===== config.mk =====
export PLATFORM = sky130hd
export DESIGN_NAME = ethernet_mmio_echo_initiator
export DESIGN_NICKNAME = d
export VERILOG_FILES = /design/src/rtl/ethernet_mmio_pkg.sv /design/src/rtl/bsg_dff_reset.sv /design/src/rtl/ethernet_mmio_poll_timer.sv /design/src/rtl/ethernet_mmio_echo_initiator.sv
export SDC_FILE = /design/constraint.sdc
export NUM_CORES = 1
export LEC_CHECK = 0
export CAP_MARGIN = 10
export CORE_MARGIN = 4
export CORE_UTILIZATION = 48
export DETAILED_ROUTE_END_ITERATION = 10
export PLACE_DENSITY = 0.81
export SETUP_SLACK_MARGIN = 0.05
export SLEW_MARGIN = 20
export SYNTH_ARGS = -nofsm -noshare
export SYNTH_HDL_FRONTEND = slang
export SYNTH_SLANG_ARGS = --single-unit

===== constraint.sdc =====
create_clock -name clk_i -period 2.4 [get_ports clk_i]
set_input_delay 0.6 -clock clk_i [delete_from_list [all_inputs] [get_ports clk_i]]
set_output_delay 0.6 -clock clk_i [all_outputs]
set_load 0.02 [all_outputs]

===== src/rtl/ethernet_mmio_pkg.sv =====
// Shared Ethernet MMIO register map, access-size encoding and echo-engine states.
package ethernet_mmio_pkg;

  localparam logic [15:0] RX_BUF_ADDR   = 16'h0000;
  localparam logic [15:0] TX_BUF_ADDR   = 16'h0800;
  localparam logic [15:0] RX_LEN_ADDR   = 16'h1004;
  localparam logic [15:0] RX_PEND_ADDR  = 16'h1010;
  localparam logic [15:0] TX_SEND_ADDR  = 16'h1018;
  localparam logic [15:0] TX_READY_ADDR = 16'h101C;
  localparam logic [15:0] TX_LEN_ADDR   = 16'h1028;

  typedef enum logic [1:0] {
    OP_BYTE = 2'd0,
    OP_HALF = 2'd1,
    OP_WORD = 2'd2
  } op_size_e;

  typedef enum logic [3:0] {
    S_IDLE, S_POLL_RX, S_RX_PEND_W, S_RD_LEN, S_LEN_W, S_POLL_TX, S_TX_W,
    S_TX_GAP, S_COPY_RD, S_COPY_WR, S_WR_LEN, S_SEND, S_CLR_RX, S_POLL_GAP,
    S_ERROR
  } state_e;

endpackage


===== src/rtl/bsg_dff_reset.sv =====
// Plain D flip-flop bank with synchronous active-high reset to a constant.
module bsg_dff_reset #(
  parameter int                 width_p     = 1,
  parameter logic [width_p-1:0] reset_val_p = '0
) (
  input  logic               clk_i,
  input  logic               reset_i,
  input  logic [width_p-1:0] data_i,
  output logic [width_p-1:0] data_o
);

  always_ff @(posedge clk_i) begin
    if (reset_i) data_o <= reset_val_p;
    else         data_o <= data_i;
  end

endmodule


===== src/rtl/ethernet_mmio_poll_timer.sv =====
// Down-counter spacing status polls; start loads the gap, done is high once it has elapsed.
module ethernet_mmio_poll_timer #(
  parameter int poll_gap_p = 16
) (
  input  logic clk_i,
  input  logic reset_i,
  input  logic start_i,
  output logic done_o
);

  localparam int cnt_w_lp = $clog2(poll_gap_p + 1);

  logic [cnt_w_lp-1:0] cnt_q, cnt_d;

  // Loading gap-1 makes done land on the last of poll_gap_p waiting cycles.
  always_comb begin
    cnt_d = cnt_q;
    if (start_i)             cnt_d = cnt_w_lp'(poll_gap_p - 1);
    else if (cnt_q != '0)    cnt_d = cnt_q - cnt_w_lp'(1);
  end

  bsg_dff_reset #(.width_p(cnt_w_lp)) cnt_reg (
    .clk_i(clk_i), .reset_i(reset_i), .data_i(cnt_d), .data_o(cnt_q)
  );

  assign done_o = (cnt_q == '0);

endmodule


===== src/rtl/ethernet_mmio_echo_initiator.sv =====
// Hardware MMIO initiator that echoes each received Ethernet frame back out through the TX buffer.
module ethernet_mmio_echo_initiator
  import ethernet_mmio_pkg::*;
#(
  parameter int buf_size_p   = 2048,
  parameter int axis_width_p = 32,
  parameter int poll_gap_p   = 16
) (
  input  logic                    clk_i,
  input  logic                    reset_i,
  input  logic                    enable_i,
  output logic [15:0]             addr_o,
  output logic                    read_en_o,
  output logic                    write_en_o,
  output logic [1:0]              op_size_o,
  output logic [axis_width_p-1:0] write_data_o,
  input  logic [axis_width_p-1:0] read_data_i,
  input  logic                    read_data_v_i,
  input  logic                    io_decode_error_i,
  output logic                    busy_o,
  output logic                    error_o,
  output logic [15:0]             echo_count_o,
  output logic [15:0]             drop_count_o
);

  localparam int          bpw_lp      = axis_width_p / 8;
  localparam int          off_w_lp    = $clog2(buf_size_p) + 1;
  localparam logic [16:0] buf_size_lp = 17'(buf_size_p);

  state_e                state_q, state_d;
  logic [3:0]            state_raw;
  logic [15:0]           len_q, len_d;
  logic [off_w_lp-1:0]   off_q, off_d, off_inc;
  logic [15:0]           echo_q, echo_d, drop_q, drop_d;
  logic                  gap_start, gap_done;

  always_comb begin
    state_d      = state_q;
    len_d        = len_q;
    off_d        = off_q;
    echo_d       = echo_q;
    drop_d       = drop_q;
    gap_start    = 1'b0;
    addr_o       = '0;
    read_en_o    = 1'b0;
    write_en_o   = 1'b0;
    write_data_o = '0;
    off_inc      = off_q + off_w_lp'(bpw_lp);

    unique case (state_q)
      S_IDLE:      if (enable_i) state_d = S_POLL_RX;
      S_POLL_RX: begin
        read_en_o = 1'b1;
        addr_o    = RX_PEND_ADDR;
        state_d   = S_RX_PEND_W;
      end
      S_RX_PEND_W: begin
        if (read_data_i[0]) state_d = S_RD_LEN;
        else begin
          gap_start = 1'b1;
          state_d   = S_POLL_GAP;
        end
      end
      S_RD_LEN: begin
        read_en_o = 1'b1;
        addr_o    = RX_LEN_ADDR;
        state_d   = S_LEN_W;
      end
      S_LEN_W: begin
        len_d = read_data_i[15:0];
        off_d = '0;
        if (read_data_i[15:0] == 16'd0) state_d = S_CLR_RX;
        else if ({1'b0, read_data_i[15:0]} > buf_size_lp) begin
          if (drop_q != 16'hFFFF) drop_d = drop_q + 16'd1;
          state_d = S_CLR_RX;
        end else state_d = S_POLL_TX;
      end
      S_POLL_TX: begin
        read_en_o = 1'b1;
        addr_o    = TX_READY_ADDR;
        state_d   = S_TX_W;
      end
      S_TX_W: begin
        if (read_data_i[0]) state_d = S_COPY_RD;
        else begin
          gap_start = 1'b1;
          state_d   = S_TX_GAP;
        end
      end
      S_TX_GAP:    if (gap_done) state_d = S_POLL_TX;
      S_COPY_RD: begin
        read_en_o = 1'b1;
        addr_o    = RX_BUF_ADDR + 16'(off_q);
        state_d   = S_COPY_WR;
      end
      S_COPY_WR: begin
        // Data goes straight from the read bus to the write bus; no staging register.
        write_en_o   = read_data_v_i;
        addr_o       = TX_BUF_ADDR + 16'(off_q);
        write_data_o = read_data_i;
        off_d        = off_inc;
        state_d      = (16'(off_inc) >= len_q) ? S_WR_LEN : S_COPY_RD;
      end
      S_WR_LEN: begin
        write_en_o   = 1'b1;
        addr_o       = TX_LEN_ADDR;
        write_data_o = axis_width_p'(len_q);
        state_d      = S_SEND;
      end
      S_SEND: begin
        write_en_o   = 1'b1;
        addr_o       = TX_SEND_ADDR;
        write_data_o = axis_width_p'(1);
        echo_d       = echo_q + 16'd1;
        state_d      = S_CLR_RX;
      end
      S_CLR_RX: begin
        write_en_o   = 1'b1;
        addr_o       = RX_PEND_ADDR;
        write_data_o = axis_width_p'(1);
        gap_start    = 1'b1;
        state_d      = S_POLL_GAP;
      end
      S_POLL_GAP:  if (gap_done) state_d = enable_i ? S_POLL_RX : S_IDLE;
      S_ERROR:     state_d = S_ERROR;
      default:     state_d = S_ERROR;
    endcase

    // Protocol faults override the normal transition and freeze the counters.
    if (((read_en_o | write_en_o) && io_decode_error_i) ||
        ((state_q inside {S_RX_PEND_W, S_LEN_W, S_TX_W, S_COPY_WR}) && !read_data_v_i)) begin
      state_d = S_ERROR;
      echo_d  = echo_q;
      drop_d  = drop_q;
    end
  end

  bsg_dff_reset #(.width_p(4)) state_reg (
    .clk_i(clk_i), .reset_i(reset_i), .data_i(state_d), .data_o(state_raw)
  );
  assign state_q = state_e'(state_raw);

  bsg_dff_reset #(.width_p(16)) len_reg (
    .clk_i(clk_i), .reset_i(reset_i), .data_i(len_d), .data_o(len_q)
  );
  bsg_dff_reset #(.width_p(off_w_lp)) off_reg (
    .clk_i(clk_i), .reset_i(reset_i), .data_i(off_d), .data_o(off_q)
  );
  bsg_dff_reset #(.width_p(16)) echo_reg (
    .clk_i(clk_i), .reset_i(reset_i), .data_i(echo_d), .data_o(echo_q)
  );
  bsg_dff_reset #(.width_p(16)) drop_reg (
    .clk_i(clk_i), .reset_i(reset_i), .data_i(drop_d), .data_o(drop_q)
  );

  ethernet_mmio_poll_timer #(.poll_gap_p(poll_gap_p)) poll_timer (
    .clk_i(clk_i), .reset_i(reset_i), .start_i(gap_start), .done_o(gap_done)
  );

  assign op_size_o    = (read_en_o | write_en_o) ? OP_WORD : OP_BYTE;
  assign busy_o       = !(state_q inside {S_IDLE, S_POLL_GAP});
  assign error_o      = (state_q == S_ERROR);
  assign echo_count_o = echo_q;
  assign drop_count_o = drop_q;

endmodule

==> key figures, run 1 <==
Run status
  • Status: completed

Finish
  • ANT cells: 0
  • Area of the multi-input gates: 0.00266 mm²
  • Area Growth Syn to Fin: 42.2%
  • Filler cells: 637
  • Fin util: 71.5%
  • Nets: 739
  • Register Area: 0.00136 mm²
  • Layout cell share with drive strength beyond 1: 24.7%

Yosys
  • Top cells by count, synth: dfxtp_1, nor2_1, nand2_1
  • Mux cell area share after synthesis: 2.21%
  • Post-Synth XOR/XNOR Area: 7.73%
  • Seq/Total Area, Yosys: 32.0%
  • Synth top area share: 32.0%
  • Simple-gate share of the synthesized area: 29.2%
  • Largest family of logic cells by synthesized area: simple AND/OR/NAND/NOR gates
  • Synth Instances: 524
  • Mapped Area: 0.00419 mm²
  • Number of synthesized register bits: 67
  • Most frequent cell after synthesis: dfxtp_1
  • Async set-reset flop share out of synthesis: 0%
  • Synth Area in Compound Gates: 16.7%
  • Post-Synth Adder-Cell Area: 4.45%
  • Dominant synthesized flop cell: dfxtp_1
  • Largest area contributor in the netlist: dfxtp_1
  • EDFF count, synth: 0
  • Synth area leaders: dfxtp_1, nor2_1, a21oi_1, nand2_1, ha_1
  • Syn_area_per_cell: 8.00 µm²
  • Post-synthesis cell type count: 63
  • Synth Warn #: 0

Clock tree
  • CTS tree: yes
  • Clock transition at path regs: 0.07 ns
  • Worst skew pair latency: 0.34 ns
  • CTS Buf Count: 9
  • Longest Clk Path Bufs: 2
  • Clk root buf: clkbuf_8
  • # H-tree levels: 3
  • Clk sinks: 67
  • Cts hold-fix bufs: 0

Route
  • Routed wire length: 12.7 mm
  • Antenna Nets Post-Route: 0
  • DR pass1 iterations: 5
  • Routed wire per std cell: 15.9 µm
  • DRC: 0
  • DR iter-0 viols: 267
  • Vias per inst: 5.64
  • Via Count: 4492

STA
  • Post-route minimum period: 2.30 ns
  • Slew HR: 57.7%
  • Endpoints failing setup: 0
  • Skew final: 0.0104 ns
  • Max frequency: 0.434 GHz
  • Period utilisation layout: 96.0%
  • Max-slew violations: 0
  • RSZ-0062 raised after global routing: true
  • Final Hold Fails: 0
  • Worst-Margin Slew: 0.632 ns

Die
  • Total Die Area: 0.0103 mm²
  • Die Y-Extent: 101 µm
  • DIE WIDTH: 101 µm
  • Row count: 33
  • Starting Density: 50.2%
  • Core area: 0.00834 mm²
  • Ports: 123

Pwr
  • Worst-case vdd ir drop: 0.000508 V
  • Power Density: 809 mW/mm²
  • Power, Total: 4.82 mW
  • Static Leak: 2.50 nW

Place
  • Routability cong.: 0.895
  • Post-DP HPWL: 9.00 mm
  • I/O Buffers: 116

GRT
  • Largest net degree at the start of global routing: 30
  • Initial antenna violation count: 0
  • First-pass GRT wire length: 20.1 mm
  • Gr ovfl total: 0
  • GRT Util Overall: 24.0%
  • Number of global-route vias before repair: 4255

Setup path
  • CP endpoint kind: primary output
  • Crit path arrival time: 1.70 ns
  • Crit-path max FO: 16
  • Worst endpoint required time: 1.80 ns
  • Startpoint class of the critical path: register
  • Crit Path Class: reg2out

Min path
  • Hold Path Class: reg2reg

Flow run
  • Max cap viols: 0
==> sequential cells by signal (all words and copies together), names as in the netlist <==
register                   count
off_reg.data_o                10
len_reg.data_o                16
echo_reg.data_o               16
state_reg.data_o               4
poll_timer.cnt_reg.data_o      5
drop_reg.data_o               16
==> timing repair <==
item,CTS,global route
gates resized for setup,140,73
cloned,1,0
endpoints found under the setup margin,64,53
pin swaps,4,6
buffers inserted,3,2
==> cell type report <==
type / count / area share, %
Multi-Input combinational cell: 404 / 44.7
Timing Repair Buffer: 184 / 26.2
Sequential cell: 67 / 22.9
Tap cell: 105 / 2.20
Clock buffer: 9 / 2.08
Inverter: 22 / 1.39
Clock inverter: 6 / 0.567
==> metal layers <==
layer  vias to the layer above  track usage (%)  wire length, µm
met4                         0             6.85              209
li1                       2158                -                -
met5                         -                0                0
met3                        24             5.23              977
met1                      2124             30.1             5230
met2                       186             41.5             6290
==> path summary, 6_finish.rpt <==
path                                           from                  end  slack (ns)  cells after the start
worst max-delay path            state_reg.data_o[2]            addr_o[9]         0.1                      5
worst min-delay path              len_reg.data_o[9]    len_reg.data_o[9]        0.48                      2
worst max register to register    off_reg.data_o[2]  state_reg.data_o[1]        0.19                     10
worst min register to register    len_reg.data_o[9]    len_reg.data_o[9]        0.48                      2
==> cells by family (layout without fill, tap and decap cells) <==
kind of cell / Yosys count / after routing
adder cells (fa/ha/maj): 15 / 15
XOR/XNOR: 37 / 37
multiplexers: 8 / 8
buffers and inverters: 58 / 221
AND/OR/NAND/NOR: 229 / 229
AO/OA/AOI/OAI: 109 / 109
flip-flops: 67 / 67
other: 1 / 6
==> worst max-delay path: stages (launching register included) <==
cell and delay (ns):
dfxtp_1 0.34, buf_12 0.16, nor2_4 0.17, buf_4 0.18
and3_1 0.17, dlygate4sd2_1 0.34
==> layout by cell type, fill, tap and decap left out, types with 17 or more instances in the layout <==
cell type / Yosys / routed
xor2_1: 19 / 19
a21oi_1: 43 / 42
buf_4: 6 / 64
xnor2_1: 18 / 17
and2_1: 18 / 18
nor2_1: 63 / 60
clkdlybuf4s50_1: 0 / 65
o21ai_0: 22 / 21
buf_2: 3 / 25
nand2_1: 55 / 55
dfxtp_1: 67 / 59
inv_1: 21 / 20
==> report_power, final <==
group | switching, mW | leakage (nW) | internal, mW
combinational | 1.49 | 1.86 | 1.14
sequential | 0.150 | 0.548 | 1.25
clock | 0.425 | 0.0884 | 0.361
total | 2.06 | 2.50 | 2.76
==> through the flow <==
stage	hold slack [ns]	area [µm²]	setup TNS (ns)	setup WS [ns]	instances
2_1_floorplan	0.446	4210	0	0.168	529
3_3_place_gp	0.457	5760	-9.56	-0.490	776
3_5_place_dp	0.469	5760	-10.37	-0.497	776
4_1_cts	0.479	5990	-0.0539	-0.0539	795
5_1_grt	0.504	5960	0	0.0228	797
6_report	0.476	5960	0	0.0953	797
No activity file was read; power rests on OpenSTA's default activity.
==> inputs of run 2 (changes only) <==
--- a/config.mk
+++ b/config.mk
@@ -8,9 +8,11 @@
 export CAP_MARGIN = 10
 export CORE_MARGIN = 4
 export CORE_UTILIZATION = 48
+export CTS_CLUSTER_SIZE = 10
 export DETAILED_ROUTE_END_ITERATION = 10
 export PLACE_DENSITY = 0.81
 export SETUP_SLACK_MARGIN = 0.05
+export SKIP_CTS_REPAIR_TIMING = 1
 export SLEW_MARGIN = 20
 export SYNTH_ARGS = -nofsm -noshare
 export SYNTH_HDL_FRONTEND = slang
==> key figures, run 2 (synthesis gave the netlist of run 1 again) <==
Run status
  • Status: completed

Setup path
  • Buf/Inv on CP: 2
  • Crit-path max FO: 8
  • CP Launch Point: state_reg.data_o[0]
  • Worst Setup EP: op_size_o[1]
  • CP endpoint kind: primary output
  • CP top delay family: simple AND/OR/NAND/NOR gates
  • R2r setup slk: 0.14 ns
  • Crit-path max cell delay: 0.38 ns
  • R2R depth: 10
  • Worst path most repeated cell: nor2_1
  • Origin of the critical flop-to-flop path: off_reg.data_o[6]
  • Reg2reg end: state_reg.data_o[1]
  • Crit Path Class: reg2out
  • CP max stage cell: dfxtp_4
  • Crit path arrival time: 1.75 ns
  • Critical-path cell list: buf_4 -> a21oi_1 -> nor2_1 -> nor2_1 -> nor2_1 -> or2_2 -> buf_2
  • Startpoint class of the critical path: register
  • Worst endpoint required time: 1.80 ns
  • Critical path depth: 7

Pwr
  • Static Leak: 2.84 nW
  • Power Density: 794 mW/mm²
  • Worst-case vdd ir drop: 0.000516 V
  • Power, Total: 4.86 mW

Die
  • DIE WIDTH: 101 µm
  • Core area: 0.00834 mm²
  • Die Y-Extent: 101 µm
  • Starting Density: 50.2%
  • Total Die Area: 0.0103 mm²
  • Ports: 123
  • Row count: 33

Finish
  • Filler cells: 618
  • Nets: 744
  • Area Growth Syn to Fin: 45.9%
  • Most frequent cells in the layout: buf_4, nor2_1, dfxtp_1, clkdlybuf4s50_1, nand2_1
  • Commonest non-fill, non-tap cell in the layout: buf_4
  • Biggest regs: drop_reg.data_o x16, echo_reg.data_o x16, len_reg.data_o x16
  • Area of the multi-input gates: 0.00266 mm²
  • Layout cell share with drive strength beyond 1: 23.8%
  • Register Area: 0.00136 mm²
  • ANT cells: 0
  • Fin util: 73.3%

STA
  • Skew final: 0.00988 ns
  • Post-route minimum period: 2.35 ns
  • RSZ-0062 raised after global routing: true
  • Slew HR: 55.7%
  • Max frequency: 0.425 GHz
  • Endpoints failing setup: 0
  • Period utilisation layout: 97.9%
  • Worst-Margin Slew: 0.662 ns
  • Post-route setup TNS: 0 ns
  • Final Hold Fails: 0
  • Max-slew violations: 0

Clock tree
  • Clock transition at path regs: 0.07 ns
  • Worst skew pair latency: 0.35 ns
  • Longest Clk Path Bufs: 2
  • Clk root buf: clkbuf_8
  • CTS tree: yes
  • Clk sinks: 67
  • CTS Buf Count: 9
  • # H-tree levels: 3

GRT
  • Largest net degree at the start of global routing: 35
  • Number of global-route vias before repair: 4174
  • GRT Util Overall: 23.2%
  • Initial antenna violation count: 0
  • Gr ovfl total: 0
  • First-pass GRT wire length: 19.4 mm

Route
  • DR pass1 iterations: 4
  • DR iter-0 viols: 235
  • Routed wire per std cell: 16.4 µm
  • Via Count: 4543
  • Antenna Nets Post-Route: 0
  • Vias per inst: 5.66
  • DRC: 0
  • Routed wire length: 13.1 mm

Place
  • Routability cong.: 0.895
  • Post-DP HPWL: 9.00 mm
  • I/O Buffers: 116

Flow run
  • Max cap viols: 0

Min path
  • Hold Path Class: reg2reg
-- run 2: cell types whose count changed in the layout (fill, tap and decap cells not counted), moves of 2 or more --
cell             before  now
dlymetal6s2s_1        1   25
buf_2                25    9
buf_4                64   76
dlygate4sd2_1         7    0
clkdlybuf4s50_1      65   59
clkbuf_2             10   13
clkdlybuf4s15_1       3    0
buf_6                 3    1
nor3_2                3    1
-- run 2: stage by stage --
stage                     instance area, µm²  instances  setup WS, ns  hold slack (ns)
after global routing                    6110        802       -0.0365            0.504
final                                   6110        802        0.0493            0.477
after CTS                               5920        791        -0.476            0.479
after detailed placement                5760        776        -0.497            0.469
after floorplan                         4210        529         0.168            0.446
after global placement                  5760        776        -0.490            0.457
-- run 2: final cells by class --
class                      instances  share of cell area, %
timing repair buffer             189                   28.1
inverter                          22                   1.35
clock buffer                       9                   2.03
clock inverter                     6                  0.552
multi-input combinational        404                   43.6
sequential                        67                   22.3
tap                              105                   2.15
-- run 2: report_power, final --
part           internal, mW  leakage [nW]  switching [mW]
Sequential             1.25         0.548           0.149
Clock                 0.361        0.0884           0.429
Combinational          1.16          2.20            1.50
Total                  2.78          2.84            2.08
-- run 2: worst min-delay path by stage --
stage                     slack [ns]                 to               from  cells after the start
after global placement          0.46  len_reg.data_o[5]  len_reg.data_o[5]                      2
after global routing            0.50  len_reg.data_o[5]  len_reg.data_o[5]                      2
after detailed placement        0.47  len_reg.data_o[0]  len_reg.data_o[0]                      2
final                           0.48  len_reg.data_o[9]  len_reg.data_o[9]                      2
after CTS                       0.48  len_reg.data_o[0]  len_reg.data_o[0]                      2
after floorplan                 0.45  len_reg.data_o[0]  len_reg.data_o[0]                      2
-- run 2: tightest hold or removal path: cells and delay by family (launching register included) --
family | cells | cell delay (ns)
simple gates | 1 | 0.06
flops | 1 | 0.32
compound gates | 1 | 0.05
-- run 2: layer usage --
metal	part of all wire [%]	track usage [%]
met5	0	0
met4	1.0	6.03
met3	7.8	6.06
met2	51	39.5
met1	40	29.1
